File: src/rtl/mips_control_signal_register_pipeline_if.sv
// Bus between the ID stage / datapath and the control-signal register pipeline.
// The slave side is the pipeline and the master side is the decoder/datapath driving it.
// Carries decoded ID fields, datapath data and the resulting stall, forward and write-back controls.
interface mips_control_signal_register_pipeline_if #(
  parameter int ADDR_W = 5,
  parameter int DATA_W = 32
);
  logic              idValid;
  logic              idPort1AddrSource;
  logic [1:0]        idWriteAddrSource;
  logic              idWriteDataSource;
  logic              idWriteEnable;
  logic [ADDR_W-1:0] idRs;
  logic [ADDR_W-1:0] idRt;
  logic [ADDR_W-1:0] idRd;
  logic              flush;
  logic [DATA_W-1:0] exAluResult;
  logic [DATA_W-1:0] memLoadData;
  logic              stall;
  logic [1:0]        fwd1Select;
  logic [1:0]        fwd2Select;
  logic              wbWriteEnable;
  logic [ADDR_W-1:0] wbWriteAddr;
  logic [DATA_W-1:0] wbWriteData;

  modport slave (
    input  idValid, idPort1AddrSource, idWriteAddrSource, idWriteDataSource, idWriteEnable,
    input  idRs, idRt, idRd, flush, exAluResult, memLoadData,
    output stall, fwd1Select, fwd2Select, wbWriteEnable, wbWriteAddr, wbWriteData
  );

  modport master (
    output idValid, idPort1AddrSource, idWriteAddrSource, idWriteDataSource, idWriteEnable,
    output idRs, idRt, idRd, flush, exAluResult, memLoadData,
    input  stall, fwd1Select, fwd2Select, wbWriteEnable, wbWriteAddr, wbWriteData
  );
endinterface

File: src/rtl/mips_control_signal_register_pipeline.sv
// Carries register-write control through EX/MEM/WB, detecting load-use hazards and selecting forwards.
// Latency: an instruction accepted in ID at cycle n drives the write-back port in cycle n+3.
// Backpressure: stall inserts one bubble into EX; EX, MEM and WB keep advancing every cycle.
module mips_control_signal_register_pipeline #(
  parameter int ADDR_W = 5,
  parameter int DATA_W = 32
) (
  input  logic clock,
  input  logic resetN,
  mips_control_signal_register_pipeline_if.slave bus
);

  // ID-side resolved fields
  logic [ADDR_W-1:0] id_src1;
  logic [ADDR_W-1:0] id_waddr;
  logic              id_we;
  logic              stall;

  // EX stage
  logic              ex_valid;
  logic [ADDR_W-1:0] ex_waddr;
  logic              ex_wds;
  logic              ex_we;
  logic [ADDR_W-1:0] ex_src1;
  logic [ADDR_W-1:0] ex_src2;

  // MEM stage
  logic              mem_valid;
  logic [ADDR_W-1:0] mem_waddr;
  logic              mem_wds;
  logic              mem_we;
  logic [DATA_W-1:0] mem_data;

  // WB stage
  logic              wb_valid;
  logic [ADDR_W-1:0] wb_waddr;
  logic              wb_we;
  logic [DATA_W-1:0] wb_data;

  logic [1:0] fwd1;
  logic [1:0] fwd2;

  // Resolve operand/destination addresses; a write to r0 is dropped here so no later stage sees it.
  always_comb begin
    id_src1 = bus.idPort1AddrSource ? bus.idRt : bus.idRs;
    case (bus.idWriteAddrSource)
      2'd1:    id_waddr = bus.idRd;
      2'd2:    id_waddr = ADDR_W'(31);
      default: id_waddr = bus.idRt;
    endcase
    id_we = bus.idWriteEnable && (id_waddr != '0);
  end

  // Load-use hazard: a load in EX has no data yet for an ID instruction reading its destination.
  always_comb begin
    stall = bus.idValid && ex_valid && ex_we && ex_wds &&
            ((ex_waddr == id_src1) || (ex_waddr == bus.idRt));
  end

  // ID->EX: capture the ID instruction, or a bubble on stall/flush (both together are one bubble).
  always_ff @(posedge clock or negedge resetN) begin
    if (!resetN) begin
      ex_valid <= 1'b0;
      ex_waddr <= '0;
      ex_wds   <= 1'b0;
      ex_we    <= 1'b0;
      ex_src1  <= '0;
      ex_src2  <= '0;
    end else if (stall || bus.flush) begin
      ex_valid <= 1'b0;
      ex_waddr <= '0;
      ex_wds   <= 1'b0;
      ex_we    <= 1'b0;
      ex_src1  <= '0;
      ex_src2  <= '0;
    end else begin
      ex_valid <= bus.idValid;
      ex_waddr <= id_waddr;
      ex_wds   <= bus.idWriteDataSource;
      ex_we    <= id_we;
      ex_src1  <= id_src1;
      ex_src2  <= bus.idRt;
    end
  end

  // EX->MEM and MEM->WB advance unconditionally; WB data picks load data for loads, ALU data otherwise.
  always_ff @(posedge clock or negedge resetN) begin
    if (!resetN) begin
      mem_valid <= 1'b0;
      mem_waddr <= '0;
      mem_wds   <= 1'b0;
      mem_we    <= 1'b0;
      mem_data  <= '0;
      wb_valid  <= 1'b0;
      wb_waddr  <= '0;
      wb_we     <= 1'b0;
      wb_data   <= '0;
    end else begin
      mem_valid <= ex_valid;
      mem_waddr <= ex_waddr;
      mem_wds   <= ex_wds;
      mem_we    <= ex_we;
      mem_data  <= bus.exAluResult;
      wb_valid  <= mem_valid;
      wb_waddr  <= mem_waddr;
      wb_we     <= mem_we;
      wb_data   <= mem_wds ? bus.memLoadData : mem_data;
    end
  end

  // Forward selection for the EX operands; the younger MEM result wins over WB, and a MEM load cannot forward.
  always_comb begin
    fwd1 = 2'd0;
    fwd2 = 2'd0;
    if (ex_valid) begin
      if (mem_valid && mem_we && !mem_wds && (mem_waddr == ex_src1)) begin
        fwd1 = 2'd1;
      end else if (wb_valid && wb_we && (wb_waddr == ex_src1)) begin
        fwd1 = 2'd2;
      end
      if (mem_valid && mem_we && !mem_wds && (mem_waddr == ex_src2)) begin
        fwd2 = 2'd1;
      end else if (wb_valid && wb_we && (wb_waddr == ex_src2)) begin
        fwd2 = 2'd2;
      end
    end
  end

  assign bus.stall         = stall;
  assign bus.fwd1Select    = fwd1;
  assign bus.fwd2Select    = fwd2;
  assign bus.wbWriteEnable = wb_valid && wb_we;
  assign bus.wbWriteAddr   = wb_waddr;
  assign bus.wbWriteData   = wb_data;

endmodule

File: src/flat_wrapper.sv
// flat-port wrapper written by rule: the top's interface ports become plain ports
module mips_control_signal_register_pipeline_flat 
#(
  parameter int ADDR_W = 5,
  parameter int DATA_W = 32
)
  (clock, resetN, bus_idValid, bus_idPort1AddrSource, bus_idWriteAddrSource, bus_idWriteDataSource, bus_idWriteEnable, bus_idRs, bus_idRt, bus_idRd, bus_flush, bus_exAluResult, bus_memLoadData, bus_stall, bus_fwd1Select, bus_fwd2Select, bus_wbWriteEnable, bus_wbWriteAddr, bus_wbWriteData);
  mips_control_signal_register_pipeline_if #(.ADDR_W(ADDR_W), .DATA_W(DATA_W)) bus_i ();
  input  logic clock;
  input  logic resetN;
  input wire logic [$bits(bus_i.idValid)-1:0] bus_idValid;
  input wire logic [$bits(bus_i.idPort1AddrSource)-1:0] bus_idPort1AddrSource;
  input wire logic [$bits(bus_i.idWriteAddrSource)-1:0] bus_idWriteAddrSource;
  input wire logic [$bits(bus_i.idWriteDataSource)-1:0] bus_idWriteDataSource;
  input wire logic [$bits(bus_i.idWriteEnable)-1:0] bus_idWriteEnable;
  input wire logic [$bits(bus_i.idRs)-1:0] bus_idRs;
  input wire logic [$bits(bus_i.idRt)-1:0] bus_idRt;
  input wire logic [$bits(bus_i.idRd)-1:0] bus_idRd;
  input wire logic [$bits(bus_i.flush)-1:0] bus_flush;
  input wire logic [$bits(bus_i.exAluResult)-1:0] bus_exAluResult;
  input wire logic [$bits(bus_i.memLoadData)-1:0] bus_memLoadData;
  output wire logic [$bits(bus_i.stall)-1:0] bus_stall;
  output wire logic [$bits(bus_i.fwd1Select)-1:0] bus_fwd1Select;
  output wire logic [$bits(bus_i.fwd2Select)-1:0] bus_fwd2Select;
  output wire logic [$bits(bus_i.wbWriteEnable)-1:0] bus_wbWriteEnable;
  output wire logic [$bits(bus_i.wbWriteAddr)-1:0] bus_wbWriteAddr;
  output wire logic [$bits(bus_i.wbWriteData)-1:0] bus_wbWriteData;
  assign bus_i.idValid = bus_idValid;
  assign bus_i.idPort1AddrSource = bus_idPort1AddrSource;
  assign bus_i.idWriteAddrSource = bus_idWriteAddrSource;
  assign bus_i.idWriteDataSource = bus_idWriteDataSource;
  assign bus_i.idWriteEnable = bus_idWriteEnable;
  assign bus_i.idRs = bus_idRs;
  assign bus_i.idRt = bus_idRt;
  assign bus_i.idRd = bus_idRd;
  assign bus_i.flush = bus_flush;
  assign bus_i.exAluResult = bus_exAluResult;
  assign bus_i.memLoadData = bus_memLoadData;
  assign bus_stall = bus_i.stall;
  assign bus_fwd1Select = bus_i.fwd1Select;
  assign bus_fwd2Select = bus_i.fwd2Select;
  assign bus_wbWriteEnable = bus_i.wbWriteEnable;
  assign bus_wbWriteAddr = bus_i.wbWriteAddr;
  assign bus_wbWriteData = bus_i.wbWriteData;
  mips_control_signal_register_pipeline #(.ADDR_W(ADDR_W), .DATA_W(DATA_W)) u_core (.clock(clock), .resetN(resetN), .bus(bus_i));
endmodule
File: config.mk
export PLATFORM = sky130hd
export DESIGN_NAME = mips_control_signal_register_pipeline_flat
export DESIGN_NICKNAME = d
export VERILOG_FILES = /design/src/rtl/mips_control_signal_register_pipeline_if.sv /design/src/rtl/mips_control_signal_register_pipeline.sv /design/src/flat_wrapper.sv
export SDC_FILE = /design/constraint.sdc
export NUM_CORES = 1
export LEC_CHECK = 0
export CAP_MARGIN = 40
export CORE_MARGIN = 4
export CORE_UTILIZATION = 39
export CTS_CLUSTER_SIZE = 30
export DETAILED_ROUTE_END_ITERATION = 8
export GPL_ROUTABILITY_DRIVEN = 0
export PLACE_DENSITY = 0.75
export SETUP_SLACK_MARGIN = 0.05
export SLEW_MARGIN = 10
export SYNTH_ARGS = -nofsm -noshare
export SYNTH_HDL_FRONTEND = slang
export SYNTH_SLANG_ARGS = --single-unit
File: constraint.sdc
create_clock -name clock -period 2 [get_ports clock]
set_clock_uncertainty 0.15 [all_clocks]
set_input_delay 0.2 -clock clock [delete_from_list [all_inputs] [get_ports clock]]
set_output_delay 0.2 -clock clock [all_outputs]
set_load 0.01 [all_outputs]
; ---- After elaboration in Yosys (flattened, before gate mapping)
; Cells that the tools add are included.
[totals]
register_bits = 97
latch_bits = 0
mem_bits_rw = 0
rom_bits = 0
word_cells = 54
mem_count = 0
[op_classes]
add_sub_neg = 0
mul = 0
div_mod_pow = 0
magnitude_cmp = 0
eq_ne = 8
shift = 0
mux = 15
bitwise_logic = 0
reduce_logical = 16
[op_table]
columns = cell, count
row1 = 32-bit two-way mux, 1
row2 = 5-bit equality test, 6
row3 = 5-bit two-way mux, 4
row4 = 1-bit logical AND, 12
row5 = 2-bit two-way mux, 6
row6 = 5-bit one-hot mux with 2 select lines, 1
row7 = 5-bit nonzero test, 1
row8 = 1-bit two-way mux, 3
row9 = 2-bit by 1-bit equality test with 1-bit output (second input constant), 1
row10 = 2-bit equality test (second input constant), 1
row11 = 1-bit logical OR, 2
row12 = 1-bit logical NOT, 1

; ---- Logic depth before layout (Yosys ltp)
; Gate-level depths: netlist of run 1.
[depth]
depth_word = 6
mapped_depth = 8

; ---- Worst setup path before layout of run 1
; Ideal clock, no wire load.
[synth_timing]
path_kind = register to register
startpoint = register u_core.ex_waddr[3]
endpoint = register u_core.ex_src1[0]
setup_ns = 0.126
arrival_time_ns = 1.661
path_slack_ns = 0.063
path_stages_with_launch = 8
synth_period_minus_slack_ns = 1.937
path_cell_list = dfrtp_1 > xor2_1 > or4_1 > nor3_1 > a211o_1 > buf_6 > buf_12 > nor2_1
[synth_via]
elab_chain_len = 5
word_cells_on_any_way = 6
classes_between = eq/ne (2) / mux (1) / reduce/logical (3)
[synth_rtl]
columns = element, line
row1 = "start, declared", mips_control_signal_register_pipeline.sv:21  ; logic [ADDR_W-1:0] ex_waddr;
row2 = "start signal, assigned", mips_control_signal_register_pipeline.sv:78  ; ex_waddr <= id_waddr;
row3 = 5-bit equality test, mips_control_signal_register_pipeline.sv:57  ; ((ex_waddr == id_src1) || (ex_waddr == bus.idRt));
row4 = 1-bit logical OR (*), mips_control_signal_register_pipeline.sv:57
row5 = 1-bit logical AND (*), mips_control_signal_register_pipeline.sv:56  ; stall = bus.idValid && ex_valid && ex_we && ex_wds &&
row6 = 1-bit logical OR (*), mips_control_signal_register_pipeline.sv:69  ; end else if (stall || bus.flush) begin
row7 = 5-bit two-way mux (*), mips_control_signal_register_pipeline.sv:69
row8 = "end signal, assigned", mips_control_signal_register_pipeline.sv:81  ; ex_src1 <= id_src1;
row9 = "end, declared", mips_control_signal_register_pipeline.sv:24  ; logic [ADDR_W-1:0] ex_src1;
; Mark *: on every way between the ends. The rest lies on a longest branch, timed or not.

; ---- Worst setup path after layout of run 1
[layout_timing]
startpoint = register u_core.mem_waddr[2]
endpoint = output port bus_fwd1Select[0]
[layout_via]
elab_chain_len = 4
[layout_rtl]
columns = element, line
row1 = "start, declared", mips_control_signal_register_pipeline.sv:29  ; logic [ADDR_W-1:0] mem_waddr;
row2 = "start signal, assigned", mips_control_signal_register_pipeline.sv:100  ; mem_waddr <= ex_waddr;
row3 = 5-bit equality test, mips_control_signal_register_pipeline.sv:116  ; if (mem_valid && mem_we && !mem_wds && (mem_waddr == ex_src1)) begin
row4 = 1-bit logical AND, mips_control_signal_register_pipeline.sv:116
row5 = 2-bit two-way mux, mips_control_signal_register_pipeline.sv:116
row6 = 2-bit two-way mux, mips_control_signal_register_pipeline.sv:115  ; if (ex_valid) begin
row7 = "end, declared", flat_wrapper.sv:23  ; output wire logic [$bits(bus_i.fwd1Select)-1:0] bus_fwd1Select;
; No other way between the ends.

==> flow_summary_export.csv, run 1 <==
group,metric,value,unit
power,p_leak,2.464,nW
clocking,cts_buffers,9,
floorplan,fp.dieW,102.7,um
drt,wirelength,7969,um
critical_path,arrival,1.87,ns
clocking,cts_tree,"done",
flow_run,maxCapViolCount,0,
synth,yosys_register_bits,97,
cells_and_area,diodes,0,
critical_path,slowest_delay,0.55,ns
floorplan,ioPinCount,131,
critical_path,rr_worst_depth,7,
critical_path,cp_max_fo,3,
cells_and_area,n_fill_cell,673,
min_path,hold_class,"in -> async",
drt,wire_per_inst,15.24,um
synth,yosysWarnings,0,
critical_path,cp_num_buf_inv,1,
cells_and_area,instances_no_fill,523,
clocking,clockBufferDepth,2,
global_routing,overflow,0,
power,switchingPower,0.9918,mW
floorplan,core-area,0.008721,mm2
status,status,"complete, but fails checks",
clocking,cts.sinks,97,
cells_and_area,drive_gt1_share,30.60,%
clocking,cts_root_buffer,"clkbuf_8",
timing,min_period_over_period,110.9,%
cells_and_area,nets,501,
synth,syn_inst,236,
floorplan,die-area,0.01056,mm2
global_routing,grt_pass1_wl,12120,um
timing,fmax,0.4507,GHz
cells_and_area,area_growth,59.94,%
clocking,clock_latency,0.34,ns
synth,synth_cell_types,27,
drt,avgViaCountPerCell,4.539,
power,seqPwrFrac,52.2,%
critical_path,worst-path-stages,5,
critical_path,cpLargestDelayFamily,"simple AND/OR/NAND/NOR gates",
global_routing,grt_usage,15.22,%
placed_design,place_inst,506,
timing,worst_pin_slew,0.4371,ns
critical_path,worstSetupEndpointType,"primary output",
placed_design,port-buffer-count,130,
placed_design,post-place-ws,-0.6549,ns
clocking,post_cts_buffers,0,
power,ir_drop,0.0003764,V
status,violations,"negative setup slack",
clocking,clk_pin_slew_worst_paths,0.10,ns
power,combPwrFrac,17.8,%
power,sw_frac_of_total,24.13,%
floorplan,die_y,102.7,um
global_routing,grt_pass1_vias,2667,
critical_path,crit_required,1.65,ns
cells_and_area,final_common_cell,"clkdlybuf4s50_1",
drt,vias,2374,
drt,drc,0,
floorplan,rows,34,
cells_and_area,most-common-layout-cells,"123 x clkdlybuf4s50_1, 97 x dfrtp_1, 36 x buf_4",
critical_path,r2r_start,"u_core.ex_waddr[2]",
timing,rsz0062_at_grt,"true",
clocking,htreeDepth,3,
critical_path,slowest_stage,"or4_4",
timing,setup_ws,-0.2187,ns
synth,synth_area_per_cell,14.83,um2
timing,slew_violations,0,
global_routing,grt_antenna_before_repair,0,
critical_path,startpoint_type,"flip-flop",
floorplan,initial_core_util,40.14,%
drt,drtAntennaViolNets,0,
drt,drtPass1Iterations,5,
timing,report.final.hold_viol_count,0,
critical_path,path_cells,"xor2_1 -> or4_4 -> nor3_4 -> and2_4 -> buf_6",
power,clockPowerShare,30.0,%
synth,ys_seq_area_share,69.34,%
timing,min_period,2.219,ns
placed_design,hpwlAfterDp,5896,um
timing,setup_viol,5,
timing,relSlewSlack,70.55,%
global_routing,grt_max_degree,47,
synth,synth.net_count,326,
synth,syn_area,0.003501,mm2
drt,first_iter_violations,43,
critical_path,crit_type,"reg -> out",
power,p_int,3.119,mW
power,power_density,734.2,mW/mm2
critical_path,cp-startpoint,"u_core.mem_waddr[2]",
-- cell usage after synthesis --
master     n  area [um2]
and2_1     3       18.77
a21oi_1    4       20.02
o21ai_0    2       10.01
xor2_1    17       148.9
nor4_1     3       18.77
buf_12     1       20.02
dfrtp_1   97        2427
ha_1       2       25.02
nor2_1    19       71.32
buf_6      2       22.52
nand4_1    3       18.77
o22ai_1    1       6.260
mux2i_1    5       50.05
clkbuf_1   3       11.26
buf_1      1       3.750
inv_1     10       37.54
a211oi_1   2       15.01
or4_1      3       22.52
nand3b_1   1       7.510
mux2_2    32       360.4
nor3_1     5       25.02
nor3b_1    1       7.510
and4b_1    1       10.01
a21o_2     1       8.760
xnor2_1   13       113.9
a211o_1    1       8.760
nand2_1    3       11.26
-- area by class of cell --
type	instances	area [um2]	share of cell area (%)
flip-flops and latches	97	2427	43.35
repair buffers	171	1629	29.09
multi-input cells	122	1179	21.05
well taps	108	135.1	2.413
clock buffers	10	127.6	2.279
clock inverters	5	63.81	1.140
inverters	10	37.54	0.6704
-- power groups by stage --
stage	logic (mW)	clock network [mW]	registers (mW)
2_1_floorplan	0.192	0	2.21
3_5_place_dp	0.669	0	2.19
4_1_cts	0.698	1.27	2.15
3_3_place_gp	0.658	0	2.18
6_report	0.731	1.23	2.15
5_1_grt	0.788	1.37	2.16
-- per-stage QoR --
stage                     instance area (um2)  TNS [ns]  hold WS, ns  util [%]  power (mW)
after floorplan                          3501         0      -0.2456         -       2.406
after global placement                   5182    -8.677     -0.03095     59.43       2.839
after detailed placement                 5182    -9.187     -0.02991     59.43       2.857
after CTS                                5473    -1.225       0.1117     62.75       4.116
after global routing                     5599    -1.862       0.1059     64.20       4.317
final                                    5599   -0.9469       0.1276     64.20       4.111
-- final timing paths --
path / to / slack (ns)
max reg2reg: u_core.ex_src1[2] / 0.03
max: bus_fwd1Select[0] / -0.22
min in group clock: u_core.mem_data[22] / 0.13
min: u_core.bus.wbWriteData[3] / 0.13
min reg2reg: u_core.wb_we / 0.23
max in group asynchronous: u_core.mem_data[25] / 0.99
-- repair_timing --
item                                   in CTS  in global routing
cloned                                      1                  0
endpoints found under the hold margin      97                  0
hold buffers                                1                  0
setup endpoints to repair                  23                 23
pin swaps                                   8                  8
resized for setup                          45                 33
-- logic make-up (layout without fill, tap and decap cells) --
group	count (synthesis)	after routing	share of synthesized area [%]
DFF	97	97	69.34
and+or+nand+nor	42	42	6.040
muxes	37	37	11.72
xor gates and xnor gates	30	30	7.505
buffers and inverters	17	196	2.716
AOI/OAI and AO/OA	11	11	1.966
adders and majority gates	2	2	0.7147
-- sequential cells by signal, summed over array words and instances (netlist names) --
name,flops
u_core.bus.wbWriteAddr,5
u_core.bus.wbWriteData,32
u_core.ex_src1,5
u_core.ex_src2,5
u_core.ex_valid,1
u_core.ex_waddr,5
u_core.ex_wds,1
u_core.ex_we,1
u_core.mem_data,32
u_core.mem_valid,1
u_core.mem_waddr,5
u_core.mem_wds,1
u_core.mem_we,1
u_core.wb_valid,1
u_core.wb_we,1
-- metal layers --
metal / wire length (um) / vias to the layer above / share of wire, % / global-route usage (%)
met5: 0 / - / 0 / 0
met4: 99 / 0 / 1.2 / 4.582
met3: 559 / 10 / 7.0 / 3.789
met2: 4288 / 88 / 54 / 27.90
met1: 3022 / 1147 / 38 / 17.53
li1: - / 1129 / - / -
Note: power is estimated with default switching activity, not from simulation.
==> run 2, diff against run 1 <==
--- a/config.mk
+++ b/config.mk
@@ -11,7 +11,7 @@
 export CTS_CLUSTER_SIZE = 30
 export DETAILED_ROUTE_END_ITERATION = 8
 export GPL_ROUTABILITY_DRIVEN = 0
-export PLACE_DENSITY = 0.75
+export PLACE_DENSITY = 0.85
 export SETUP_SLACK_MARGIN = 0.05
 export SLEW_MARGIN = 10
 export SYNTH_ARGS = -nofsm -noshare
==> run 2 against run 1 <==
Effect of this change: the run still ends with negative setup slack left; worst setup slack got worse by 0.033 ns; highest routed layer unchanged; worst hold slack better by 0.0045 ns; largest cell class unchanged; power is 2.6% lower; wire length is 2.4% higher; clock power down 7%; critical path depth rose by 1.
==> flow_summary_export.csv, run 2 (same netlist as run 1, synthesis figures left out) <==
group,metric,value,unit
power,power_density,729.9,mW/mm2
timing,min_period,2.251,ns
timing,setup_ws,-0.2512,ns
critical_path,r2r_end,"u_core.ex_we",
global_routing,overflow,0,
critical_path,crit_required,1.65,ns
timing,report.final.hold_viol_count,0,
drt,drtPass1Iterations,4,
floorplan,die_y,102.7,um
floorplan,die-area,0.01056,mm2
critical_path,cp-startpoint,"u_core.mem_waddr[2]",
flow_run,maxCapViolCount,0,
global_routing,grt_antenna_before_repair,0,
floorplan,core-area,0.008721,mm2
critical_path,r2r_start,"u_core.ex_waddr[3]",
critical_path,startpoint_type,"flip-flop",
power,ir_drop,0.0004256,V
placed_design,port-buffer-count,130,
timing,worst_pin_slew,0.4686,ns
cells_and_area,diodes,0,
timing,min_period_over_period,112.6,%
placed_design,place_area,0.005160,mm2
clocking,htreeDepth,3,
cells_and_area,area_growth,56.68,%
timing,relSlewSlack,68.76,%
cells_and_area,stdcell_area,0.005485,mm2
cells_and_area,n_fill_cell,681,
timing,slew_violations,0,
drt,avgViaCountPerCell,4.620,
drt,drc,0,
critical_path,regToRegSetupSlack,0.09,ns
floorplan,fp.dieW,102.7,um
timing,whs,0.1321,ns
power,p_leak,2.440,nW
cells_and_area,most-common-layout-cells,"123 x clkdlybuf4s50_1, 97 x dfrtp_1, 37 x buf_4",
status,status,"complete, but fails checks",
global_routing,grt_pass1_vias,2580,
status,violations,"negative setup slack",
floorplan,ioPinCount,131,
floorplan,rows,34,
min_path,hold_class,"in -> reg",
clocking,cts.sinks,97,
critical_path,crit_type,"reg -> out",
clocking,clock_latency,0.35,ns
global_routing,grt_usage,15.74,%
drt,wirelength,8161,um
floorplan,initial_core_util,40.14,%
clocking,cts_root_buffer,"clkbuf_8",
drt,vias,2407,
critical_path,cp_max_fo,3,
critical_path,endpoint,"bus_fwd1Select[1]",
critical_path,arrival,1.90,ns
global_routing,grt_max_degree,53,
critical_path,worstSetupEndpointType,"primary output",
timing,setup_viol,5,
drt,first_iter_violations,36,
clocking,cts_buffers,9,
drt,wire_per_inst,15.66,um
clocking,clockBufferDepth,2,
drt,drtAntennaViolNets,0,
placed_design,hpwlAfterDp,6274,um
cells_and_area,nets,499,
global_routing,grt_pass1_wl,12410,um
clocking,cts_tree,"done",
clocking,clk_pin_slew_worst_paths,0.09,ns
cells_and_area,final_common_cell,"clkdlybuf4s50_1",
timing,rsz0062_at_grt,"true",
timing,fmax,0.4442,GHz
cells_and_area,drive_gt1_share,25.91,%
critical_path,rr_worst_depth,8,
## run 2: changes by cell type in the layout (fill, tap and decap cells not counted), sizes merged
| cell | previous run | this run |
|---|---|---|
| buf | 46 | 44 |
| inv | 12 | 10 |
| bufinv | 1 | 0 |
| clkbuf | 11 | 12 |
| clkinv | 1 | 2 |
| clkinvlp | 1 | 2 |
## run 2: layer usage
layer  wire (um)  global-route usage (%)  vias to the layer above  part of all wire, %
li1            -                       -                     1131                    -
met3         650                   4.195                       14                  8.0
met2        4251                   28.50                       91                   52
met1        3082                   17.84                     1171                   38
met4         177                   5.677                        0                  2.2
met5           0                       0                        -                    0
## run 2: final cells by class
cell class / count / area [um2] / share of cell area [%]
Multi-Input combinational cell: 122 / 1106 / 20.16
Clock buffer: 11 / 151.4 / 2.760
Timing Repair Buffer: 169 / 1599 / 29.15
Tap cell: 108 / 135.1 / 2.464
Clock inverter: 4 / 28.78 / 0.5246
Sequential cell: 97 / 2427 / 44.25
Inverter: 10 / 37.54 / 0.6843
## run 2: through the flow
stage / total power, mW / setup slack [ns] / utilization [%] / TNS, ns / instances
floorplan: 2.406 / 0.06328 / - / 0 / 236
global placement: 2.829 / -0.6206 / 59.17 / -7.787 / 503
detailed placement: 2.857 / -0.7179 / 59.17 / -9.831 / 503
CTS: 4.028 / -0.3280 / 61.85 / -1.344 / 519
global route: 4.216 / -0.3625 / 62.90 / -1.583 / 521
finish: 4.003 / -0.2512 / 62.90 / -1.031 / 521
## run 2: power breakdown
part	switching, mW	total, mW	leakage [nW]	internal [mW]
Clock	0.627	1.14	0.0874	0.513
Sequential	0.0606	2.15	1.17	2.09
Combinational	0.274	0.715	1.18	0.441
## run 2: worst min-delay path by stage
stage	depth (start not counted)	to	from	slack (ns)
3_5_place_dp	1	u_core.mem_data[12]	resetN	0.04
6_report	1	u_core.mem_data[29]	bus_exAluResult[29]	0.13
2_1_floorplan	0	u_core.bus.wbWriteAddr[0]	resetN	-0.25
4_1_cts	1	u_core.mem_data[29]	bus_exAluResult[29]	0.11
5_1_grt	1	u_core.mem_data[26]	bus_exAluResult[26]	0.10
3_3_place_gp	1	u_core.mem_data[12]	resetN	0.03
## run 2: critical path, cell delays in order, from the launching register on
cell	delay, ns
dfrtp_1	0.42
xor2_1	0.16
or4_4	0.55
nor3_4	0.13
buf_4	0.13
nor4_2	0.03
buf_2	0.14
## run 2: repair_timing
action,in CTS,in global routing
endpoints found under the hold margin,34,0
endpoints found under the setup margin,23,19
buffers inserted,0,2
pin swaps,9,5
hold buffers,1,0
gates resized for setup,36,14
==> run 3, diff against run 2 <==
--- a/config.mk
+++ b/config.mk
@@ -7,11 +7,12 @@
 export LEC_CHECK = 0
 export CAP_MARGIN = 40
 export CORE_MARGIN = 4
-export CORE_UTILIZATION = 39
+export CORE_UTILIZATION = 56
 export CTS_CLUSTER_SIZE = 30
 export DETAILED_ROUTE_END_ITERATION = 8
+export DONT_BUFFER_PORTS = 1
 export GPL_ROUTABILITY_DRIVEN = 0
-export PLACE_DENSITY = 0.85
+export PLACE_DENSITY = 0.84
 export SETUP_SLACK_MARGIN = 0.05
 export SLEW_MARGIN = 10
 export SYNTH_ARGS = -nofsm -noshare
==> run 3 against run 2 <==
Effect of this change: the run ends with negative hold slack, negative setup slack left; fmax up 1.4%; worst setup slack better by 0.031 ns; critical path depth down 1; sequential power up 2%; non-clock buffer count down 74; power up 3.5%; worst hold slack worse by 0.74 ns; first-iteration DRC count up 19%; global-route usage up 5.0 points; clock power up 33%; die area down 28%; critical endpoint is now bus_fwd2Select[1].
==> flow_summary_export.csv, run 3 (same netlist as run 1, synthesis figures left out) <==
group,metric,value,unit
timing,report.final.hold_viol_count,97,
critical_path,slowest_delay,0.55,ns
cells_and_area,final_common_cell,"dfrtp_1",
status,status,"complete, but fails checks",
cells_and_area,most-common-layout-cells,"97 x dfrtp_1, 81 x dlygate4sd3_1, 32 x mux2_2",
timing,min_period,2.220,ns
critical_path,slowest_stage,"or4_4",
critical_path,crit_type,"reg -> out",
global_routing,grt_antenna_before_repair,0,
critical_path,crit_required,1.65,ns
critical_path,arrival,1.87,ns
floorplan,core-area,0.005991,mm2
drt,first_iter_violations,43,
critical_path,rr_worst_depth,7,
power,ir_drop,0.0005775,V
timing,slew_violations,0,
placed_design,hpwlAfterDp,4589,um
critical_path,r2r_start,"u_core.ex_waddr[2]",
timing,setup_ws,-0.2200,ns
clocking,clk_pin_slew_worst_paths,0.09,ns
timing,whs,-0.6062,ns
critical_path,worstSetupEndpointType,"primary output",
floorplan,die_y,87.07,um
drt,vias,2129,
placed_design,port-buffer-count,0,
global_routing,grt_pass1_vias,2360,
timing,worst_pin_slew,0.4264,ns
global_routing,grt_usage,20.70,%
critical_path,cpLargestDelayFamily,"simple AND/OR/NAND/NOR gates",
global_routing,overflow,0,
critical_path,r2r_end,"u_core.ex_waddr[0]",
global_routing,grt_max_degree,98,
drt,drtAntennaViolNets,0,
timing,setup_viol,23,
critical_path,cp_max_fo,2,
cells_and_area,diodes,0,
clocking,cts_tree,"done",
floorplan,fp.dieW,87.07,um
floorplan,ioPinCount,131,
power,p_leak,2.171,nW
cells_and_area,stdcell_area,0.004883,mm2
clocking,clockBufferDepth,2,
timing,rsz0062_at_grt,"true",
timing,tns,-1.363,ns
cells_and_area,area_growth,39.49,%
cells_and_area,n_fill_cell,322,
placed_design,post-place-ws,0.02904,ns
floorplan,initial_core_util,58.44,%
clocking,cts_buffers,9,
clocking,cts_root_buffer,"clkbuf_8",
drt,drtPass1Iterations,4,
critical_path,startpoint_type,"flip-flop",
cells_and_area,seq_area,0.002427,mm2
drt,drc,0,
power,power_density,848.5,mW/mm2
floorplan,rows,28,
critical_path,path_cells,"xor2_1 -> or4_4 -> nor3_4 -> nor4_2 -> buf_4",
cells_and_area,nets,425,
floorplan,die-area,0.007580,mm2
timing,relSlewSlack,71.57,%
drt,wirelength,7631,um
drt,wire_per_inst,18.43,um
global_routing,grt_pass1_wl,11740,um
timing,min_period_over_period,111.0,%
status,violations,"negative hold slack, negative setup slack",
critical_path,cp_num_buf_inv,1,
timing,fmax,0.4504,GHz
placed_design,place_area,0.003582,mm2
drt,avgViaCountPerCell,5.143,
flow_run,maxCapViolCount,0,
cells_and_area,multi_input_area,0.001140,mm2
critical_path,regToRegSetupSlack,-0.04,ns
cells_and_area,drive_gt1_share,27.14,%
min_path,hold_class,"in -> async",
clocking,cts.sinks,97,
clocking,clock_latency,0.34,ns
clocking,htreeDepth,3,
==> run 3: cell count changes in the layout (fill, tap and decap cells not counted), moves of 6 or more <==
cell,before,now
clkdlybuf4s50_1,123,0
nor2_2,0,6
dlygate4sd3_1,1,81
buf_4,37,11
nor2_1,19,6
nor2_4,0,7
==> run 3: cell type report <==
class	instances	area share (%)
tap	75	1.922
multi-input combinational	122	23.34
sequential	97	49.71
clock inverter	4	2.024
clock buffer	11	3.100
timing repair buffer	95	19.14
inverter	10	0.7686
==> run 3: where the power goes <==
group	switching [mW]	internal, mW	leakage, nW	total [mW]
registers	0.108	2.09	1.17	2.20
logic	0.168	0.261	0.874	0.429
clock network	0.621	0.897	0.126	1.52
total	0.897	3.25	2.17	4.14
==> run 3: how the worst max path moves through the flow <==
stage | start | to | slack, ns | cells after the start
2_1_floorplan | u_core.ex_waddr[3] | u_core.ex_src1[0] | 0.06 | 7
3_3_place_gp | u_core.ex_waddr[3] | u_core.ex_waddr[1] | 0.08 | 6
3_5_place_dp | u_core.ex_waddr[3] | u_core.ex_src1[3] | 0.03 | 6
4_1_cts | u_core.mem_wds | bus_fwd1Select[1] | -0.24 | 5
5_1_grt | u_core.ex_src2[2] | bus_fwd2Select[1] | -0.31 | 5
6_report | u_core.ex_src2[2] | bus_fwd2Select[1] | -0.22 | 5
==> run 3: worst reg2reg max path: stages, from the launching register on <==
cell and delay (ns):
dfrtp_1 0.40, xor2_1 0.16, or4_1 0.54, nor3_2 0.20, buf_4 0.16, a211o_4 0.13, buf_8 0.14, nor3_2 0.05
==> run 3: repair_timing <==
action / 4_1_cts / 5_1_grt
setup endpoints to repair: 21 / 23
setup buffers: 5 / 4
hold buffers: 80 / 1
pin swaps: 20 / 17
resized for setup: 22 / 22
endpoints found under the hold margin: 179 / 98
gates cloned: 1 / 0
==> run 3: layer usage <==
| layer | routed length (um) | global-route usage [%] | vias to the layer above |
|---|---|---|---|
| li1 | - | - | 980 |
| met1 | 2823 | 23.18 | 1047 |
| met2 | 4038 | 37.13 | 88 |
| met3 | 593 | 6.528 | 14 |
| met4 | 176 | 6.941 | 0 |
| met5 | 0 | 0 | - |
==> run 3: metrics by stage <==
step	util, %	std cells	power, mW
final	81.52	414	4.143
after global routing	81.52	414	4.307
after CTS	79.37	410	4.123
after detailed placement	59.80	310	2.457
after global placement	59.80	310	2.441
after floorplan	-	236	2.406
